<file path="config.mk">
export PLATFORM = sky130hd
export DESIGN_NAME = mem_responder
export DESIGN_NICKNAME = d
export VERILOG_FILES = /design/src/rtl/mem_responder.sv
export SDC_FILE = /design/constraint.sdc
export NUM_CORES = 1
export LEC_CHECK = 0
export ABC_AREA = 1
export BUFFER_PORTS_ARGS = -buffer_cell sky130_fd_sc_hd__buf_2
export CELL_PAD_IN_SITES_DETAIL_PLACEMENT = 1
export CELL_PAD_IN_SITES_GLOBAL_PLACEMENT = 1
export CORE_MARGIN = 2
export CORE_UTILIZATION = 25
export DETAILED_ROUTE_END_ITERATION = 12
export PLACE_DENSITY = 0.55
export SYNTH_ARGS = -nofsm -noshare
export SYNTH_HDL_FRONTEND = slang
export SYNTH_SLANG_ARGS = --single-unit
</file>
<file path="constraint.sdc">
create_clock -name clk -period 2.6 [get_ports clk]
set_clock_uncertainty 0.1 [all_clocks]
set_input_delay 0.52 -clock clk [delete_from_list [all_inputs] [get_ports clk]]
set_output_delay 0.52 -clock clk [all_outputs]
set_load 0.01 [all_outputs]
</file>
<file path="src/rtl/mem_responder.sv">
`default_nettype none
// ============================================================================
//  Module      : mem_responder
//  Description : Core memory-request responder. Runs each accepted request as
//                one (byte) or two (word, little-endian) cycles on an 8-bit
//                external bus and returns read data / write completion to the
//                core. One outstanding request; hold is high while busy.
//  Revision    : 1.0 - initial release
// ============================================================================
module mem_responder #(
    parameter int TIMEOUT = 16          // bus-phase cycles without ack before abort, 0 = never
) (
    input  logic        clk,
    input  logic        a_rst,
    input  logic        mem_rq_start,
    input  logic        mem_rq_cmd,
    input  logic        mem_rq_width,
    input  logic        mem_rq_prepare_addr,
    input  logic [15:0] mem_rq_addr,
    input  logic [15:0] mem_rq_data,
    input  logic        mem_rq_tag,
    output logic        hold,
    output logic [15:0] mem_data_in,
    output logic        mem_data_wr,
    output logic        mem_data_t_wr,
    output logic        wr_done,
    output logic        bus_err,
    output logic        rq_dropped,
    output logic        bus_req,
    output logic        bus_we,
    output logic [15:0] bus_addr,
    output logic [7:0]  bus_dout,
    input  logic [7:0]  bus_din,
    input  logic        bus_ack
);

    // State encoding
    localparam logic [1:0] c_IDLE = 2'd0;
    localparam logic [1:0] c_LO   = 2'd1;
    localparam logic [1:0] c_HI   = 2'd2;
    localparam logic [1:0] c_DONE = 2'd3;

    // Phase counter only needs to reach TIMEOUT-1
    localparam int              c_CW       = (TIMEOUT < 2) ? 1 : $clog2(TIMEOUT + 1);
    localparam logic [c_CW-1:0] c_TMO_LAST = c_CW'(TIMEOUT - 1);
    localparam bit              c_TMO_EN   = (TIMEOUT != 0);

    logic [1:0]      r_state;
    logic [1:0]      w_next;
    logic [15:0]     r_mar;
    logic [15:0]     r_txn_addr;
    logic [15:0]     r_txn_data;
    logic            r_txn_cmd;
    logic            r_txn_width;
    logic            r_txn_tag;
    logic [7:0]      r_result_lo;
    logic [15:0]     r_data_out;
    logic            r_err;
    logic            r_dropped;
    logic [c_CW-1:0] r_cnt;

    logic            w_accept;
    logic            w_in_bus;
    logic            w_tmo;

    assign w_accept = (r_state == c_IDLE) && mem_rq_start;
    assign w_in_bus = (r_state == c_LO) || (r_state == c_HI);
    // Abort fires on the last allowed wait cycle of a phase; an ack that cycle still wins
    assign w_tmo    = c_TMO_EN && w_in_bus && !bus_ack && (r_cnt == c_TMO_LAST);

    // State register
    always_ff @(posedge clk or negedge a_rst) begin
        if (!a_rst) begin
            r_state <= c_IDLE;
        end else begin
            r_state <= w_next;
        end
    end

    // Next-state logic
    always_comb begin
        w_next = r_state;
        case (r_state)
            c_IDLE: begin
                if (mem_rq_start) begin
                    w_next = c_LO;
                end
            end
            c_LO: begin
                if (bus_ack) begin
                    w_next = r_txn_width ? c_HI : c_DONE;
                end else if (w_tmo) begin
                    w_next = c_DONE;
                end
            end
            c_HI: begin
                if (bus_ack || w_tmo) begin
                    w_next = c_DONE;
                end
            end
            default: begin
                w_next = c_IDLE;
            end
        endcase
    end

    // Output decode from current state and active transaction
    always_comb begin
        hold          = (r_state != c_IDLE);
        bus_req       = w_in_bus;
        bus_we        = w_in_bus && r_txn_cmd;
        bus_addr      = 16'h0000;
        bus_dout      = 8'h00;
        mem_data_wr   = 1'b0;
        mem_data_t_wr = 1'b0;
        wr_done       = 1'b0;
        bus_err       = 1'b0;
        case (r_state)
            c_LO: begin
                bus_addr = r_txn_addr;
                bus_dout = r_txn_data[7:0];
            end
            c_HI: begin
                // Natural 16-bit wrap: 0xFFFF + 1 -> 0x0000
                bus_addr = r_txn_addr + 16'd1;
                bus_dout = r_txn_data[15:8];
            end
            c_DONE: begin
                mem_data_wr   = !r_txn_cmd;
                mem_data_t_wr = !r_txn_cmd && r_txn_tag;
                wr_done       = r_txn_cmd;
                bus_err       = r_err;
            end
            default: begin
                bus_addr = 16'h0000;
            end
        endcase
    end

    assign mem_data_in = r_data_out;
    assign rq_dropped  = r_dropped;

    // Address register, loadable in any state
    always_ff @(posedge clk or negedge a_rst) begin
        if (!a_rst) begin
            r_mar <= 16'h0000;
        end else if (mem_rq_prepare_addr) begin
            r_mar <= mem_rq_addr;
        end
    end

    // Private copy of the request so later MAR writes cannot disturb it
    always_ff @(posedge clk or negedge a_rst) begin
        if (!a_rst) begin
            r_txn_addr  <= 16'h0000;
            r_txn_data  <= 16'h0000;
            r_txn_cmd   <= 1'b0;
            r_txn_width <= 1'b0;
            r_txn_tag   <= 1'b0;
        end else if (w_accept) begin
            r_txn_addr  <= mem_rq_prepare_addr ? mem_rq_addr : r_mar;
            r_txn_data  <= mem_rq_data;
            r_txn_cmd   <= mem_rq_cmd;
            r_txn_width <= mem_rq_width;
            r_txn_tag   <= mem_rq_tag;
        end
    end

    // Read assembly; the return register only changes when a read completes
    always_ff @(posedge clk or negedge a_rst) begin
        if (!a_rst) begin
            r_result_lo <= 8'h00;
            r_data_out  <= 16'h0000;
            r_err       <= 1'b0;
        end else begin
            if (w_accept) begin
                r_err <= 1'b0;
            end
            if (r_state == c_LO && bus_ack) begin
                r_result_lo <= bus_din;
                if (!r_txn_cmd && !r_txn_width) begin
                    r_data_out <= {8'h00, bus_din};
                end
            end
            if (r_state == c_HI && bus_ack && !r_txn_cmd) begin
                r_data_out <= {bus_din, r_result_lo};
            end
            if (w_tmo) begin
                r_err <= 1'b1;
                if (!r_txn_cmd) begin
                    r_data_out <= 16'hFFFF;
                end
            end
        end
    end

    // Per-phase wait counter, restarted on every state change
    always_ff @(posedge clk or negedge a_rst) begin
        if (!a_rst) begin
            r_cnt <= '0;
        end else if (w_next != r_state) begin
            r_cnt <= '0;
        end else if (w_in_bus) begin
            r_cnt <= r_cnt + 1'b1;
        end
    end

    // Sticky flag for requests arriving while busy
    always_ff @(posedge clk or negedge a_rst) begin
        if (!a_rst) begin
            r_dropped <= 1'b0;
        end else if (mem_rq_start && (r_state != c_IDLE)) begin
            r_dropped <= 1'b1;
        end
    end

endmodule
`default_nettype wire

</file>
# Word level (Yosys, flattened, before mapping)
# Index checks and enable logic that the tools add are counted.
[totals]
ff_bits = 84
latch_bits = 0
ramBits = 0
rom_bits = 0
in_bits = 48
out_inout_bits = 48
wordCells = 60
n_memories = 0
[classes]
addsub = 2
multipliers = 0
n_div = 0
order_cmp = 0
n_eq_ne = 5
shift = 0
n_mux = 22
bitwise = 0
n_reduce_logical = 19
[op_table]
columns = ["op", "count"]
rows = [
  ["16-bit two-way mux", 6],
  ["16-bit case mux with 2 select lines", 1],
  ["16-bit by 1-bit adder with 16-bit output (second input constant)", 1],
  ["8-bit case mux with 2 select lines", 1],
  ["1-bit logical AND", 10],
  ["5-bit two-way mux", 2],
  ["2-bit two-way mux", 4],
  ["1-bit two-way mux", 7],
  ["2-bit case mux with 3 select lines", 1],
  ["2-bit nonzero test", 3],
  ["5-bit by 1-bit adder with 5-bit output (second input constant)", 1],
  ["5-bit by 4-bit == test with 1-bit output (second input constant)", 1],
  ["2-bit == test (second input constant)", 2],
  ["1-bit logical NOT", 3],
  ["2-bit by 1-bit == test with 1-bit output (second input constant)", 1],
  ["2-bit logical NOT", 1],
  ["1-bit logical OR", 2],
  ["2-bit inequality test", 1],
]

# Depth between registers and ports, before layout
# Gate-level depths: netlist of run 1.
[depth]
ltp_word = 9
ltp_mapped = 13
ltp_nobuf = 13

# Least setup slack after synthesis of run 1
# No wires, ideal clock.
[synth_timing]
kind = "register -> output"
start = "register r_state[0]"
end = "output bus_addr[10]"
t_arrival_ns = 1.537
required_time_ns = 1.980
path_slack_ns = 0.443
path_stages_with_launch = 7
path_buffers = 2
cell_sequence = "dfrtp_1 > inv_1 > ha_1 > buf_6 > clkbuf_1 > o21ai_0 > a21oi_1"
[synth_via]
elab_chain_len = 2
elab_cells_between_ends = 3
cone_classes = "eq/ne (2); mux (1)"
[synth_lines]
columns = ["item", "line_no", "source"]
rows = [
  ["from (decl)", "48", "logic [1:0] r_state;"],
  ["from (signal assigned)", "74", "r_state <= c_IDLE;"],
  ["from (signal assigned)", "76", "r_state <= w_next;"],
  ["2-bit == test / 2-bit by 1-bit == test with 1-bit output (equally long branches)", "118", "case (r_state)"],
  ["16-bit case mux with 2 select lines (*)", "118", ""],
  ["to (decl)", "31", "output logic [15:0] bus_addr,"],
]
# Mark *: on every way between the ends. The rest lies on a longest branch, timed or not.

# Final worst setup path of run 1
[layout_timing]
start = "register r_state[0]"
end = "output bus_addr[3]"
# The elaborated chain is that of the path after synthesis.

==> run_results.csv, run 1 <==
group,metric,value,unit
floorplan,core,0.0171,sq mm
placed_design,routabilityCongestion,0.809,
route,drt-initial-drc-count,124,
grt,antenna_found_initial,0,
route,drtAntennaViolNets,0,
pwr,ir_drop,451,uV
floorplan,fp.dieArea,0.0183,sq mm
cells_and_area,mostFrequentLayoutCells,"nand2_1, buf_2, dfrtp_1",
sta,setup_slack,0.0871,ns
critical_path,worstPathMaxFanout,17,
logic_synthesis,synth_top_area_share,48.7,%
sta,max_slew_margin,61.9,%
sta,finalHoldViolCount,0,
clocking,cts_hold_buffers,0,
logic_synthesis,yosysTopAreaCell,"dfrtp_1",
grt,grt_max_degree,42,
placed_design,portBuffers,95,
logic_synthesis,ys_warn_count,0,
critical_path,criticalPathCategory,"reg -> out",
logic_synthesis,synth_seq_cells,84,
sta,rsz0062_at_grt,"yes",
floorplan,rows,48,
sta,slew_viol_final,0,
floorplan,io-pin-count,96,
cells_and_area,layout.nets,682,
cells_and_area,final_common_cell,"nand2_1",
cells_and_area,area_growth_syn_to_layout,24.9,%
cells_and_area,fill_cells,2082,
sta,finalCritPeriodShare,96.6,%
clocking,insertion_delay,0.35,ns
run,maxCapViolations,0,
pwr,leakagePower,2.76,nW
cells_and_area,post-route-util,31.5,%
pwr,power,0.00603,W
sta,worstMarginPinSlew,0.572,ns
critical_path,regToRegStartpoint,"r_state[0]",
clocking,clkSinkCount,84,
logic_synthesis,synth_area_leaders,"dfrtp_1, nand2_1, inv_1, o21ai_0, mux2_2",
sta,max_freq,398,MHz
floorplan,start_util,25.2,%
grt,grt_pass1_wl,20300,um
critical_path,path_cells,"inv_1 -> ha_1 -> buf_12 -> o21ai_0 -> a21oi_1 -> buf_2",
critical_path,cp-start-kind,"flip-flop",
route,drc,0,
critical_path,slowest_stage,"dfrtp_2",
floorplan,die_y,135,um
clocking,htreeDepth,3,
logic_synthesis,yosysSeqAreaShare,48.7,%
route,viasPerCell,4.41,
hold_path,hp-class,"in -> async",
critical_path,cp.arrival,1.89,ns
grt,first_global_vias,4000,
route,finalWirelength,12500,um
critical_path,reg2reg_slack,0.59,ns
sta,setup_violations,0,
critical_path,slowest_delay,0.41,ns
sta,hold_slack,0.0601,ns
logic_synthesis,syn_nets,586,
clocking,cts_root_buf,"clkbuf_16",
placed_design,postPlaceCellArea,0.00505,sq mm
logic_synthesis,avgSynthCellArea,8.13,sq um
critical_path,cp.required,1.98,ns
cells_and_area,final_area,0.00540,sq mm
critical_path,r2r-end,"r_cnt[2]",
pwr,power_density,1120,mW/mm^2
clocking,cts_buffers,9,
clocking,clockBufferDepth,2,
placed_design,dp_hpwl,9080,um
route,dr.pass1.iters,4,
grt,gr-total-overflow,0,
critical_path,reg2reg_depth,12,
route,num_vias,3777,
cells_and_area,antenna_cells,0,
placed_design,dp_worst_setup_slack,0.267,ns
cells_and_area,drive_gt1_share,27.4,%
clocking,clk_pin_slew,0.07,ns
sta,period_minus_slack,2.51,ns
grt,track_usage,14.3,%
critical_path,setup.worst_path.end_class,"output port",
status,outcome,"completed",
logic_synthesis,synth_cell_types,31,
route,wire_per_inst,14.6,um
floorplan,dieWidth,135,um
logic_synthesis,synthCells,531,
clocking,cts_tree,"done",
logic_synthesis,synth_area,0.00432,sq mm
## registers in the layout, indices dropped and copies added, names as in the netlist
| name | count |
|---|---|
| rq_dropped | 1 |
| r_result_lo | 8 |
| r_cnt | 5 |
| r_mar | 16 |
| r_err | 1 |
| r_txn_data | 16 |
| mem_data_in | 16 |
| r_txn_addr | 16 |
| r_state | 2 |
| r_txn_tag | 1 |
| r_txn_width | 1 |
| r_txn_cmd | 1 |
## critical path: cells and delay by family, from the launching register on
family | cells | cell delay [ns]
flops | 1 | 0.41
compound gates | 2 | 0.30
fa+ha+maj | 1 | 0.36
buf+inv | 3 | 0.46
## area by class of cell
class,instances,area [sq um],share of cell area [%]
sequential,84,2100,39.0
timing repair buffer,110,616,11.4
multi-input combinational,362,1890,35.0
clock inverter,7,58.8,1.09
clock buffer,9,225,4.17
tap,225,282,5.22
inverter,60,225,4.17
## power breakdown
part | total, W | switching [W] | internal (W)
combinational | 0.00262 | 0.00165 | 0.000976
clock | 0.00125 | 0.000593 | 0.000661
sequential | 0.00215 | 0.000362 | 0.00179
## timing repair
action | in CTS | in global routing
gates resized for setup | 7 | 9
setup endpoints to repair | 8 | 22
pin swaps | 0 | 1
endpoints found under the hold margin | 0 | 0
buffers inserted | 0 | 1
## worst max-delay path by stage
stage	startpoint	endpoint	slack [ns]	cells past startpoint
after floorplan	r_state[0]	bus_addr[10]	0.44	6
after global placement	r_state[1]	bus_addr[3]	0.39	6
after detailed placement	r_txn_addr[0]	bus_addr[10]	0.27	8
after CTS	r_state[0]	bus_addr[3]	0.00002	6
after global routing	r_state[0]	bus_addr[13]	-0.03	6
final	r_state[0]	bus_addr[3]	0.09	6
## routing by layer
metal	part of all wire, %	GRT usage [%]
met5	0	0
met4	1.9	6.08
met3	6.1	3.52
met2	45	22.1
met1	47	19.1
## cells in the mapped netlist, drive strengths merged
master  number
xor2         2
ha           7
buf         15
or2          1
inv         60
clkbuf      10
a21oi       21
a221oi       1
nand4        2
nand2      193
o211ai      17
o21bai       1
nand3       32
dfrtp       84
nor2        23
nor3         3
mux2i        1
nor3b        1
o21ai       40
xnor2        1
mux2        16
## per-stage QoR
step,setup TNS [ns],cells
after floorplan,0,531
after global placement,0,840
after detailed placement,0,840
after CTS,0,856
after global routing,-0.0748,857
final,0,857
## kinds of logic after synthesis
family / Yosys count / synth area share, %
buffers and inverters: 85 / 8.49
DFF: 84 / 48.7
xor gates and xnor gates: 3 / 0.608
AOI/OAI and AO/OA: 80 / 10.9
adders and majority gates: 7 / 2.03
muxes: 17 / 4.40
and+or+nand+nor: 255 / 24.9
(Power assumes the default switching activity.)
==> inputs of run 2 (changes only) <==
--- a/config.mk
+++ b/config.mk
@@ -11,6 +11,7 @@
 export CELL_PAD_IN_SITES_GLOBAL_PLACEMENT = 1
 export CORE_MARGIN = 2
 export CORE_UTILIZATION = 25
+export CTS_BUF_LIST = sky130_fd_sc_hd__clkbuf_4
 export DETAILED_ROUTE_END_ITERATION = 12
 export PLACE_DENSITY = 0.55
 export SYNTH_ARGS = -nofsm -noshare
==> run 2 against run 1 <==
Via count is 1.2% higher. Cell area grew 0.93%. Sequential cell count stayed put. Critical path type unchanged. Largest cell class unchanged. Core utilization increased by 0.29 points. Global-route usage rose by 0.094 points. Die area stayed put. Wire length rose by 0.38%. Clock-buffer cell count stayed put.
==> run_results.csv, run 2 (synthesis results as in run 1) <==
group,metric,value,unit
critical_path,reg2reg_depth,10,
floorplan,die_y,135,um
sta,setup_slack,0.0708,ns
sta,finalCritPeriodShare,97.3,%
pwr,power,0.00580,W
critical_path,criticalPathCategory,"reg -> out",
clocking,insertion_delay,0.48,ns
critical_path,reg2reg_slack,0.59,ns
critical_path,worstPathMaxFanout,5,
grt,grt_pass1_wl,20600,um
floorplan,rows,48,
critical_path,cp.required,1.98,ns
sta,finalHoldViolCount,0,
route,wire_per_inst,14.5,um
critical_path,endpoint,"bus_addr[14]",
clocking,clockBufferDepth,2,
cells_and_area,mostFrequentLayoutCells,"nand2_1, buf_2, dfrtp_1",
critical_path,cp.arrival,1.91,ns
pwr,power_density,1070,mW/mm^2
floorplan,io-pin-count,96,
sta,max_slew_margin,61.6,%
cells_and_area,final_common_cell,"nand2_1",
floorplan,dieWidth,135,um
cells_and_area,drive_gt1_share,31.6,%
grt,gr-total-overflow,0,
critical_path,setup.worst_path.end_class,"output port",
clocking,cts_buffers,9,
clocking,cts_root_buf,"clkbuf_4",
sta,setup_violations,0,
placed_design,dp_worst_setup_slack,0.267,ns
grt,first_global_vias,4058,
route,drtAntennaViolNets,0,
route,dr.pass1.iters,4,
grt,antenna_found_initial,1,
grt,track_usage,14.4,%
sta,max_freq,395,MHz
sta,worstMarginPinSlew,0.575,ns
clocking,cts_tree,"done",
route,drc,0,
route,finalWirelength,12600,um
placed_design,portBuffers,95,
critical_path,cp-start-kind,"flip-flop",
floorplan,core,0.0171,sq mm
placed_design,dp_hpwl,9080,um
clocking,clk_pin_slew,0.15,ns
sta,rsz0062_at_grt,"yes",
grt,grt_max_degree,42,
cells_and_area,area_growth_syn_to_layout,26.1,%
sta,slew_viol_final,0,
status,outcome,"completed",
run,maxCapViolations,0,
cells_and_area,post-route-util,31.8,%
floorplan,fp.dieArea,0.0183,sq mm
sta,period_minus_slack,2.53,ns
hold_path,hp-class,"in -> reg",
floorplan,start_util,25.2,%
route,num_vias,3822,
route,viasPerCell,4.40,
route,drt-initial-drc-count,120,
cells_and_area,layout.nets,693,
placed_design,place_inst,840,
pwr,leakagePower,2.78,nW
clocking,clkSinkCount,84,
pwr,ir_drop,352,uV
critical_path,r2r-end,"mem_data_in[15]",
placed_design,routabilityCongestion,0.809,
cells_and_area,stdcell_count,869,
clocking,htreeDepth,3,
critical_path,startpoint,"r_txn_addr[0]",
sta,hold_slack,0.129,ns
critical_path,regToRegStartpoint,"r_state[0]",
[run 2: cell types whose count changed in the layout (fill, tap and decap cells not counted), moves of 4 or more]
cell       delta
clkbuf_16     -9
inv_2         +4
buf_4         +9
a21oi_2       +6
inv_1         -4
o21ai_0       -6
a21oi_1       -6
o21ai_1       +4
clkbuf_4      +9
[run 2: power by group]
part	switching, W	internal [W]	leakage [nW]
Clock	0.000531	0.000209	0.0635
Sequential	0.000355	0.00179	1.03
Combinational	0.00176	0.00116	1.68
[run 2: area by class of cell]
cell class / instances / area [sq um]
antenna: 1 / 2.50
clock buffer: 9 / 67.6
clock inverter: 7 / 58.8
fill: 2088 / 11700
inverter: 60 / 225
multi-input combinational: 362 / 2000
sequential: 84 / 2110
tap: 225 / 282
timing repair buffer: 121 / 704
[run 2: worst min-delay path by stage]
| stage | startpoint | slack [ns] | cells after the start | endpoint |
|---|---|---|---|---|
| floorplan | a_rst | 0.12 | 0 | mem_data_in[0] |
| global placement | r_txn_tag | 0.36 | 2 | r_txn_tag |
| detailed placement | rq_dropped | 0.36 | 1 | rq_dropped |
| CTS | mem_rq_data[10] | 0.08 | 3 | r_txn_data[10] |
| global route | mem_rq_data[10] | 0.1 | 3 | r_txn_data[10] |
| finish | mem_rq_data[10] | 0.13 | 3 | r_txn_data[10] |
[run 2: worst max-delay path, cell delays in order (launching register included)]
cell and delay (ns):
dfrtp_1 0.39, ha_2 0.21, nand2_4 0.08, nor2_4 0.16
nand2_1 0.08, o21ai_1 0.15, nand3_1 0.08, a21oi_1 0.13
buf_2 0.15
[run 2: through the flow]
step                      TNS (ns)  instance area [sq um]
after global routing        -0.252                   5450
after detailed placement         0                   5050
final                            0                   5450
after global placement           0                   5050
after CTS                 -0.00734                   5340
after floorplan                  0                   4320
[run 2: what timing repair did]
| action | 4_1_cts | 5_1_grt |
|---|---|---|
| buffers inserted | 8 | 3 |
| hold buffers | 1 | 0 |
| pin swaps | 2 | 9 |
| setup endpoints to repair | 25 | 22 |
| endpoints found under the hold margin | 39 | 0 |
| resized for setup | 22 | 30 |
[run 2: per-layer routing]
| layer | routed length [um] | vias to the layer above | GRT usage (%) |
|---|---|---|---|
| met5 | 0 | - | 0 |
| met4 | 191 | 0 | 5.73 |
| met3 | 632 | 14 | 3.52 |
| met2 | 5720 | 73 | 22.4 |
| met1 | 6060 | 1828 | 19.3 |
| li1 | - | 1907 | - |
